**config.mk**
```make
export PLATFORM = sky130hd
export DESIGN_NAME = bcd_updown_counter
export DESIGN_NICKNAME = d
export VERILOG_FILES = /design/src/rtl/bcd_updown_counter.sv
export SDC_FILE = /design/constraint.sdc
export NUM_CORES = 1
export LEC_CHECK = 0
export ABC_CLOCK_PERIOD_IN_PS = 2600
export CORE_ASPECT_RATIO = 1.4
export CORE_MARGIN = 4
export CORE_UTILIZATION = 53
export DETAILED_ROUTE_END_ITERATION = 12
export HOLD_SLACK_MARGIN = 0.1
export PLACE_DENSITY = 0.84
export SLEW_MARGIN = 15
export SYNTH_ARGS = -nofsm -noshare
export SYNTH_HDL_FRONTEND = slang
export SYNTH_SLANG_ARGS = --single-unit
```
**constraint.sdc**
```tcl
create_clock -name clk -period 2.6 [get_ports clk]
set_input_delay 0.52 -clock clk [delete_from_list [all_inputs] [get_ports clk]]
set_output_delay 0.52 -clock clk [all_outputs]
set_load 0.03 [all_outputs]
```
**src/rtl/bcd_updown_counter.sv**
```systemverilog
// bcd_updown_counter: modulo-MODULUS up/down counter with a DIV prescaler,
// registered wrap pulse and combinational BCD digit breakout of the count.
`timescale 1ns/100ps
module bcd_updown_counter #(
    parameter int MODULUS = 60,
    parameter int DIV     = 1
) (
    input  logic       clk,
    input  logic       rst,
    input  logic       enable,
    input  logic       direction,
    output logic [5:0] count,
    output logic [3:0] bcd_ones,
    output logic [3:0] bcd_tens,
    output logic       wrap
);

    // Prescaler is at least one bit wide so DIV=1 still has a legal vector.
    localparam int             PW       = (DIV > 1) ? $clog2(DIV) : 1;
    localparam logic [PW-1:0]  PDIV_MAX = PW'(DIV - 1);
    localparam logic [5:0]     CNT_MAX  = 6'(MODULUS - 1);

    logic [PW-1:0] pdiv;
    logic          tick;
    logic [5:0]    count_nxt;
    logic          wrap_nxt;

    // A tick happens on the enabled edge that closes a prescaler period.
    assign tick = enable && (pdiv == PDIV_MAX);

    // Prescaler phase: advances only on enabled edges, so phase survives disables.
    always_ff @(posedge clk or negedge rst) begin
        if (!rst)
            pdiv <= '0;
        else if (enable)
            pdiv <= (pdiv == PDIV_MAX) ? '0 : pdiv + 1'b1;
    end

    // Next count and wrap flag; out-of-range counts recover to 0 silently.
    always_comb begin
        count_nxt = count;
        wrap_nxt  = 1'b0;
        if (tick) begin
            if (count > CNT_MAX) begin
                count_nxt = '0;
            end else if (direction) begin
                if (count == CNT_MAX) begin
                    count_nxt = '0;
                    wrap_nxt  = 1'b1;
                end else begin
                    count_nxt = count + 6'd1;
                end
            end else begin
                if (count == '0) begin
                    count_nxt = CNT_MAX;
                    wrap_nxt  = 1'b1;
                end else begin
                    count_nxt = count - 6'd1;
                end
            end
        end
    end

    // Count and wrap registers update together so wrap marks its own edge.
    always_ff @(posedge clk or negedge rst) begin
        if (!rst) begin
            count <= '0;
            wrap  <= 1'b0;
        end else begin
            count <= count_nxt;
            wrap  <= wrap_nxt;
        end
    end

    // Decimal split of 0..63: pick the highest multiple of ten not above count.
    always_comb begin
        logic [5:0] rem;
        rem      = count;
        bcd_tens = 4'd0;
        for (int t = 1; t <= 6; t++) begin
            if (count >= 6'(t * 10)) begin
                bcd_tens = 4'(t);
                rem      = count - 6'(t * 10);
            end
        end
        bcd_ones = rem[3:0];
    end

endmodule

```
; ---- After elaboration in Yosys (flattened, before gate mapping)
; Index checks and enable logic that the tools add are counted.
[word_totals]
word_cells = 45
out_inout_bits = 15
reg_bits = 8
[op_classes]
n_lt_le_gt_ge = 7
n_bitwise = 1
n_eq_ne = 1
n_reduce_logical = 2
n_mux = 22
add_sub_neg = 9
[op_table]
columns = op, count
row1 = $mux 4, 11
row2 = $mux 6, 4
row3 = $ge 6x6->1 const B, 3
row4 = $sub 4x4->4 const B, 4
row5 = $ge 6x5->1 const B, 2
row6 = $mux 1, 7
row7 = $add 6x1->6 const B, 1
row8 = $eq 6x6->1 const B, 1
row9 = $ge 6x4->1 const B, 1
row10 = $gt 6x6->1 const B, 1
row11 = $logic_not 6->1, 1
row12 = $sub 6x1->6 const B, 1
row13 = $sub 4x2->4 const B, 1
row14 = $sub 4x3->4 const B, 1
row15 = $add 1x1->1 const B, 1
row16 = $logic_and 1x1->1, 1
row17 = $not 1->1, 1

; ---- Logic depth before layout (Yosys ltp)
[depth]
ltp_word = 7
ltp_mapped = 7
mapped_depth_nobuf = 6

; ---- Least setup slack after synthesis
; No wires, ideal clock.
[synth_path]
kind = register -> output
from = register count[2]
to = output bcd_ones[3]
arrival_ns = 2.439
path_buffers = 0
slack_ns = -0.359
stages_incl_launch_ff = 7
path_cell_list = dfrtp_1 -> inv_1 -> ha_1 -> nand2_1 -> a21oi_2 -> a211oi_1 -> a211oi_1
[synth_between]
elab_chain_cells = 7
elab_cells_between_ends = 18
classes_between = add/sub (6) / order compare (6) / mux (6)
[synth_lines]
columns = item, line
row1 = start: declaration, 12  ; output logic [5:0] count,
row2 = start signal: assignment, 70  ; count <= count_nxt;
row3 = $ge 6x4->1 or $sub 4x4->4 (tied branches), "81, 83"
row4 = $mux 4 (5 in a row), 81  ; if (count >= 6'(t * 10)) begin
row5 = $mux 4 (*), 81
row6 = end: declaration, 13  ; output logic [3:0] bcd_ones,
; Mark *: on every way between the ends. The rest lies on a longest branch, timed or not.

; ---- Worst setup path in the final report
[layout_path]
from = register count[2]
to = output bcd_tens[2]
[layout_between]
elab_chain_cells = 5
elab_cells_between_ends = 8
classes_between = order compare (4) / mux (4)
[layout_lines]
columns = item, line
row1 = $ge 6x5->1, 81
row2 = $mux 4 (3 in a row), 81
row3 = $mux 4 (*), 81
row4 = end: declaration, 14  ; output logic [3:0] bcd_tens,
; Marks and branches as above.

==> summary.txt <==
Run
  • Max Cap Violations: 0

Die
  • Starting Density: 55.5%
  • Die ar.: 0.00287 mm²
  • Die height: 61.8 µm
  • # IOs: 19
  • Die Wd: 46.4 µm
  • CORE AREA: 0.00197 mm²
  • Site Rows: 19

Timing
  • Setup repair after global routing missed its margin: true
  • Hold Slack: around 520 ps
  • Post-layout min period: 2610 ps
  • Fmax: 0.383 GHz
  • Final worst slack: -10.4 ps
  • Endpoints failing setup: 3
  • Final Hold Viols: 0
  • Max-slew violation count: 0
  • Layout Skew: roughly 2.7 ps
  • Crit share post-route: 100%

Setup path
  • Worst setup EP type: output port
  • CP Data Arrival Time: between 2000 and 2500 ps
  • CP max FO: 8
  • Critical Path RT: 2080 ps
  • Worst Setup Start Kind: flip-flop
  • Crit path kind: reg -> out

Detailed routing
  • Vias after detailed routing: 1170
  • Vias per std cell: roughly 6.6
  • Final wirelength: 3320 µm
  • Drt first pass iters: 4
  • WL/cell: 18.7 µm
  • Routed Antenna Nets: 0
  • DRC viols: 0
  • Initial DRC count: 56

GRT
  • Largest net degree at the start of global routing: 14
  • Vias in the first global route: 1088
  • First-pass GRT wire length: 5290 µm
  • GRT Util Overall: 25.3%
  • Initial antenna violation count: 0
  • Remaining Overflow, GRT: 0

Clocking
  • Hold buffer count at cts: 0
  • H-tree lvl count: 1
  • CTS tree: yes
  • Clock sink count: 7
  • Clk buf depth: 2
  • Total CTS buffers: 3
  • Clock-pin slew on the worst setup and hold paths: roughly 50 ps
  • Clock Latency Late Sink: 260 ps
  • Root Buffer: clkbuf_4

Yosys
  • Largest area contributor in the netlist: dfrtp_1
  • Cells after Synth: 131
  • Syn avg cell area: 8.37 µm²
  • Async set-reset flop share out of synthesis: 100%
  • Synth Net Count: ~150
  • Yosys reg bits: 7
  • Post-synth EDFFs: 0
  • Cell Area, Synth: between 0.001 and 0.0015 mm²
  • Synth area leaders: dfrtp_1, ha_1, a21o_1, o21ai_0, nand2_1
  • Main synth FF type: dfrtp_1
  • Synth top area share: between 10% and 20%
  • Ys Warns: 0
  • Cell variety after synth: 48
  • Seq/Total Area, Yosys: between 10% and 20%

Final layout
  • Ant diodes: 0
  • Nets: 173
  • Area grow syn2layout: 32.4%
  • Finished Cell Area: 0.00145 mm²
  • Post-Route Utilization: 73.6%
  • Commonest non-fill, non-tap cells in the layout: buf_4, clkdlybuf4s50_1, nand2_1
  • Most common cell after layout, fill and taps aside: buf_4
  • Proportion of layout cells with a drive suffix above 1: 33.3%

Place
  • GPL Wtd Cong: ~0.94
  • Placed Area: roughly 0.0013 mm²
  • Port Buffers: 17
  • Post-DP HPWL: 2430 µm

Outcome
  • Violated checks: negative setup slack
  • Status: finished, violations left

Min path
  • Hold Crit Class: in -> async
sequential cells by signal (all words and copies together), names as in the netlist:
signal  flops
count       6
wrap        1
synthesized netlist by cell type (3+ instances only):
library cell,number
buf_4,3
a31oi_1,4
o21ai_0,8
ha_1,12
a21oi_1,6
nand3_1,7
nor3_1,3
a21oi_2,3
a211oi_1,3
nand2_1,10
xnor2_1,4
nor2b_1,3
nor2_1,5
buf_2,4
a21o_1,6
inv_1,7
dfrtp_1,7
critical path: stages, from the launching register on:
cell             delay (ps)
dfrtp_2                 460
inv_4                   150
ha_2                    250
nand2_1                 110
a21oi_4                 170
clkdlybuf4s50_1         690
through the flow:
stage                     setup TNS [ps]  setup slack, ps  cells
after floorplan                        0             8.14    131
after global placement                 0             34.9    170
after detailed placement               0             75.5    170
after CTS                          -51.1            -29.0    174
after global routing                -282            -99.6    177
final                              -28.8            -10.4    177
worst paths after layout:
kind | to | slack, ps | from | cells after the start
max | bcd_tens[2] | -10 | count[2]$_DFFE_PN0P_ | 5
max reg2reg | count[3]$_DFFE_PN0P_ | 730 | count[3]$_DFFE_PN0P_ | 6
min | count[4]$_DFFE_PN0P_ | 520 | rst | 1
min in group clk | count[1]$_DFFE_PN0P_ | 720 | count[1]$_DFFE_PN0P_ | 2
max in group asynchronous | count[1]$_DFFE_PN0P_ | 1810 | rst | 1
min reg2reg | count[1]$_DFFE_PN0P_ | 720 | count[1]$_DFFE_PN0P_ | 2
layer usage:
| metal | wire, µm | track usage (%) |
|---|---|---|
| met1 | 1250 | 29.4 |
| met5 | 0 | 0 |
| met2 | 1730 | 44.3 |
| met3 | 204 | 3.75 |
| met4 | 130 | 12.2 |
cells by family (layout without fill, tap and decap cells):
group / count (synthesis) / count (layout) / synth area share, %
AOI/OAI and AO/OA: 49 / 49 / 35.2
and+or+nand+nor: 40 / 40 / 22.0
buffers and inverters: 17 / 42 / 8.68
adders and majority gates: 12 / 12 / 13.7
DFF: 7 / 7 / 16.0
xor gates and xnor gates: 4 / 4 / 3.20
other: 1 / 1 / 0.342
muxes: 1 / 1 / 0.913
final cells by class:
type                            count  area (µm²)
Tap cell                           21        26.3
Clock buffer                        4        26.3
Timing Repair Buffer               31         274
Inverter                            7        32.5
Multi-Input combinational cell    107         913
Fill cell                         148         522
Sequential cell                     7         179
timing repair:
item                                    CTS  global route
endpoints found under the setup margin    5             5
gates cloned                              0             0
gates resized for setup                   7            14
pin swaps                                 1             1
setup buffers                             0             3
Power is left out: the tool's default activity adds up to more than one toggle a clock period on the data nets, which glitch-free logic cannot reach.
